--- config.mk ---
export PLATFORM = sky130hd
export DESIGN_NAME = quad_encoder_counter
export DESIGN_NICKNAME = d
export VERILOG_FILES = /design/src/rtl/quad_encoder_counter.sv
export SDC_FILE = /design/constraint.sdc
export NUM_CORES = 1
export LEC_CHECK = 0
export ABC_AREA = 1
export CELL_PAD_IN_SITES_DETAIL_PLACEMENT = 1
export CELL_PAD_IN_SITES_GLOBAL_PLACEMENT = 1
export CORE_ASPECT_RATIO = 0.6
export CORE_MARGIN = 2
export CORE_UTILIZATION = 39
export CTS_BUF_LIST = sky130_fd_sc_hd__clkbuf_4 sky130_fd_sc_hd__clkbuf_8 sky130_fd_sc_hd__clkbuf_16
export DETAILED_ROUTE_END_ITERATION = 8
export PLACE_DENSITY = 0.77
export SYNTH_ARGS = -nofsm -noshare
export SYNTH_HDL_FRONTEND = slang
export SYNTH_SLANG_ARGS = --single-unit
--- constraint.sdc ---
create_clock -name clk -period 3.3 [get_ports clk]
set_input_delay 0.33 -clock clk [delete_from_list [all_inputs] [get_ports clk]]
set_output_delay 0.33 -clock clk [all_outputs]
set_load 0.01 [all_outputs]
--- src/rtl/quad_encoder_counter.sv ---
// Quadrature encoder front end: 2-flop sync, per-channel debounce, quarter-step
// decode into a detent counter. Define QUAD_ENCODER_SATURATE_EN to clamp value instead of wrapping.
module quad_encoder_counter #(
   parameter int WIDTH           = 8,
   parameter int DEBOUNCE_CYCLES = 4
) (
   input  logic             clk,
   input  logic             reset,
   input  logic             enc_a,
   input  logic             enc_b,
   output logic [WIDTH-1:0] value,
   output logic             inc,
   output logic             dec,
   output logic             err
);

   localparam logic [7:0] DB_LAST = 8'(DEBOUNCE_CYCLES - 1);

   logic [1:0]      sync_a;
   logic [1:0]      sync_b;
   logic [1:0]      synced;
   logic [1:0]      filt;
   logic [1:0][7:0] db_cnt;
   logic [1:0]      prev;
   logic            primed;
   logic signed [3:0] acc;
   logic signed [3:0] acc_step;
   logic            step_cw;
   logic            step_ccw;
   logic            step_both;
   logic [WIDTH-1:0] val_up;
   logic [WIDTH-1:0] val_dn;

   always_ff @(posedge clk) begin
      if (reset) begin
         sync_a <= '0;
         sync_b <= '0;
      end else begin
         sync_a <= {sync_a[0], enc_a};
         sync_b <= {sync_b[0], enc_b};
      end
   end

   assign synced = {sync_a[1], sync_b[1]};

   // Bit 1 is channel A, bit 0 is channel B, matching the {A,B} state encoding.
   always_ff @(posedge clk) begin
      if (reset) begin
         filt   <= '0;
         db_cnt <= '0;
      end else begin
         for (int i = 0; i < 2; i++) begin
            if (synced[i] != filt[i]) begin
               if (db_cnt[i] == DB_LAST) begin
                  filt[i]   <= synced[i];
                  db_cnt[i] <= '0;
               end else begin
                  db_cnt[i] <= db_cnt[i] + 8'd1;
               end
            end else begin
               db_cnt[i] <= '0;
            end
         end
      end
   end

   always_comb begin
      step_cw   = 1'b0;
      step_ccw  = 1'b0;
      step_both = 1'b0;
      case ({prev, filt})
         4'b00_10, 4'b10_11, 4'b11_01, 4'b01_00: step_cw   = 1'b1;
         4'b10_00, 4'b11_10, 4'b01_11, 4'b00_01: step_ccw  = 1'b1;
         4'b00_11, 4'b11_00, 4'b10_01, 4'b01_10: step_both = 1'b1;
         default: ;
      endcase
   end

   always_comb begin
      acc_step = acc;
      if (step_cw)
         acc_step = acc + 4'sd1;
      else if (step_ccw)
         acc_step = acc - 4'sd1;
   end

`ifdef QUAD_ENCODER_SATURATE_EN
   assign val_up = (value == {WIDTH{1'b1}}) ? value : value + WIDTH'(1);
   assign val_dn = (value == '0) ? value : value - WIDTH'(1);
`else
   assign val_up = value + WIDTH'(1);
   assign val_dn = value - WIDTH'(1);
`endif

   // First filtered change after reset only establishes the reference state.
   always_ff @(posedge clk) begin
      if (reset) begin
         value  <= '0;
         inc    <= 1'b0;
         dec    <= 1'b0;
         err    <= 1'b0;
         acc    <= '0;
         prev   <= '0;
         primed <= 1'b0;
      end else begin
         inc <= 1'b0;
         dec <= 1'b0;
         err <= 1'b0;
         if (filt != prev) begin
            prev <= filt;
            if (!primed) begin
               primed <= 1'b1;
            end else if (step_both) begin
               err <= 1'b1;
            end else if (acc_step == 4'sd4) begin
               acc   <= '0;
               inc   <= 1'b1;
               value <= val_up;
            end else if (acc_step == -4'sd4) begin
               acc   <= '0;
               dec   <= 1'b1;
               value <= val_dn;
            end else begin
               acc <= acc_step;
            end
         end
      end
   end

endmodule

==> results.cfg <==
[outcome]
status = finished clean

[timing]
setup_viol = 0
min_period_ns = 2.94
setup_tns_ns = 0
hold_viol_final = 0
timing.hold.ws_ns = 0.404
fmax_ghz = 0.340
fin_skew_ns = 0.00438
rsz0062_at_grt = no
fin_crit_sh_pct = 89.2
tightest_slew_ns = 0.448
relSlewSlack_pct = 69.9
drv_slew = 0

[drt]
drc = 0
avgViaCountPerCell = 4.83
wl_per_cell_um = 12.4
wirelength_um = 4380
ant_nets = 0
vias = 1706
dr.pass1.iters = 4
drt_iter0_markers = 46

[placement]
dpl.hpwl_um = 3380
portBuffers = 14
place_congestion = 0.816

[power_and_ir_drop]
leakage_nw = 0.925
peakVddDrop_mv = 0.176
powerDensity_nw_per_um2 = 371

[clocking]
post_cts_buffers = 0
cts.sinks = 40
hold_buffers = 0
cts_inserted_buffers = 5
cts_resized = 0
clk_path_buf_depth = 2
cts_tree = done
cts-root-buf = clkbuf_8
htreeDepth = 2
path_clk_slew_ns = 0.07
clk_latency_ns = 0.30

[worst_setup_path]
rrSetupSlack_ns = 0.36
worstPathArrival_ns = 3.14
crit_slowest_cell = dfxtp_1
required_ns = 3.49
crit_fanout = 8
path_buf_inv = 2
cp_top_family = adder cells
crit_path_end_kind = flip-flop
timing.critical_path.mode_cell = nand2_1
crit_type = flip-flop to flip-flop
path_cells = inv_1 > ha_1 > inv_1 > nand2_1 > nand2_1 > nand2_2 > nor2_4 > nand3_2 > ha_1 > a21oi_1 > o21ai_0 > nand2_1 > nand2_1 > a21oi_1 > xor2_1 > a21oi_2
cpPeakStageDelay_ns = 0.44
critPathLaunchType = flip-flop

[global_route]
antenna_found_initial = 0
grt_pass1_wl_um = 7630
grt_max_degree = 15
grt_pass1_vias = 1678
gr-total-overflow = 0
grt_usage_pct = 16.8

[synth]
avgSynthCellArea_um2 = 7.57
synth_fp_nets = 283
ys_ff_latch = 40
netlist_instances = 268
synth_area_um2 = 2030
ys_seq_area_share_pct = 39.5
yosys_warnings = 0
yosysUniqueCellTypes = 34

[job]
drv_cap = 0

[die]
start_util_pct = 40.3
fp-row-count = 20
ios = 15
dieWidth_um = 97.1
coreArea_um2 = 5030
die-height_um = 59.9
dieArea_um2 = 5820

[final_layout]
fin_util_pct = 46.3
fillers = 628
multi_input_area_um2 = 1040
seqCellArea_um2 = 801
syn2layout_area_growth_pct = 14.7
nets = 301
drive_gt1_share_pct = 10.5
diodes = 0

[min_path]
hold_class = flip-flop to flip-flop
stage by stage:
| stage | power, mW | worst slack (ns) | cells | instance area [um^2] |
|---|---|---|---|---|
| after floorplan | 0.508 | 0.709 | 268 | 2030 |
| after global placement | 0.516 | 0.362 | 345 | 2220 |
| after detailed placement | 0.516 | 0.235 | 345 | 2220 |
| after CTS | 0.879 | 0.197 | 353 | 2320 |
| after global routing | 0.896 | 0.0674 | 353 | 2330 |
| final | 0.864 | 0.356 | 353 | 2330 |
cell type report:
type,count,area share [%]
Multi-Input combinational cell,183,44.7
Sequential cell,40,34.4
Timing Repair Buffer,15,6.34
Tap cell,66,3.55
Inverter,41,6.83
Clock buffer,8,4.19
power breakdown:
group          switching [mW]  leakage, nW  internal [mW]
combinational          0.0106        0.550        0.00710
sequential            0.00147        0.323          0.485
clock                   0.172       0.0523          0.187
total                   0.184        0.925          0.679
cell families after synthesis:
kind of cell / after synthesis / share of synthesized area (%)
simple gates: 111 / 25.0
compound gates: 52 / 14.6
buf+inv: 45 / 9.56
flops: 40 / 39.5
fa+ha+maj: 11 / 7.15
xor+xnor: 9 / 4.25
sequential cells by signal, summed over array words and instances, names as in the netlist:
| name | cells |
|---|---|
| primed | 1 |
| sync_b | 2 |
| filt | 2 |
| value | 8 |
| db_cnt | 16 |
| sync_a | 2 |
| err | 1 |
| dec | 1 |
| inc | 1 |
| acc | 4 |
| prev | 2 |
final timing paths:
check,startpoint,end,depth (start not counted)
hold / removal,sync_b[0]$_SDFF_PP0_,sync_b[1]$_SDFF_PP0_,2
setup / recovery,acc[0]$_SDFFE_PP0P_,value[6]$_SDFFE_PP0P_,16
hold reg to reg,sync_b[0]$_SDFF_PP0_,sync_b[1]$_SDFF_PP0_,2
setup reg to reg,acc[0]$_SDFFE_PP0P_,value[6]$_SDFFE_PP0P_,16
placed cells by master (no fill, tap or decap), types with 3 or more instances in the layout:
cell type         n
nand2_1          45
dfxtp_1          40
inv_1            37
nor2_1           25
a21oi_1          23
o21ai_0          17
nand3_1          16
clkdlybuf4s50_1  14
ha_1             10
nor3_1            8
clkbuf_8          6
nand2_2           5
xor2_1            4
xnor2_1           4
inv_2             3
nand4_1           3
o21ai_2           3
a21oi_2           3
worst min-delay path, delay by kind of cell, from the launching register on:
| family | cells | cell delay (ns) |
|---|---|---|
| flops | 1 | 0.30 |
| simple gates | 1 | 0.03 |
| buf+inv | 1 | 0.04 |
cell usage after synthesis (all sizes together):
| master | number | area (um^2) |
|---|---|---|
| ha | 10 | 125 |
| inv | 40 | 150 |
| o21ai | 20 | 111 |
| nor3b | 1 | 7.51 |
| a211oi | 1 | 7.51 |
| clkinv | 1 | 8.76 |
| fa | 1 | 20.0 |
| nand3 | 18 | 103 |
| nor2 | 27 | 111 |
| nor4 | 2 | 12.5 |
| buf | 3 | 31.3 |
| xor2 | 4 | 35.0 |
| nand3b | 1 | 7.51 |
| a21oi | 26 | 141 |
| or2 | 1 | 6.26 |
| nor3 | 8 | 40.0 |
| dfxtp | 40 | 801 |
| a211o | 1 | 8.76 |
| o21a | 2 | 15.0 |
| xnor2 | 5 | 51.3 |
| a31oi | 2 | 12.5 |
| clkbuf | 1 | 3.75 |
| nand4 | 3 | 18.8 |
| nand2 | 50 | 200 |
metal layers:
metal  GRT usage, %  vias to the layer above  wire length, um
met5              0                        -                0
met4           5.43                        0               56
met3           4.56                        6              143
met2           24.6                       19             1730
met1           24.1                      778             2450
li1               -                      903                -
Note: power is estimated with default switching activity, not from simulation.
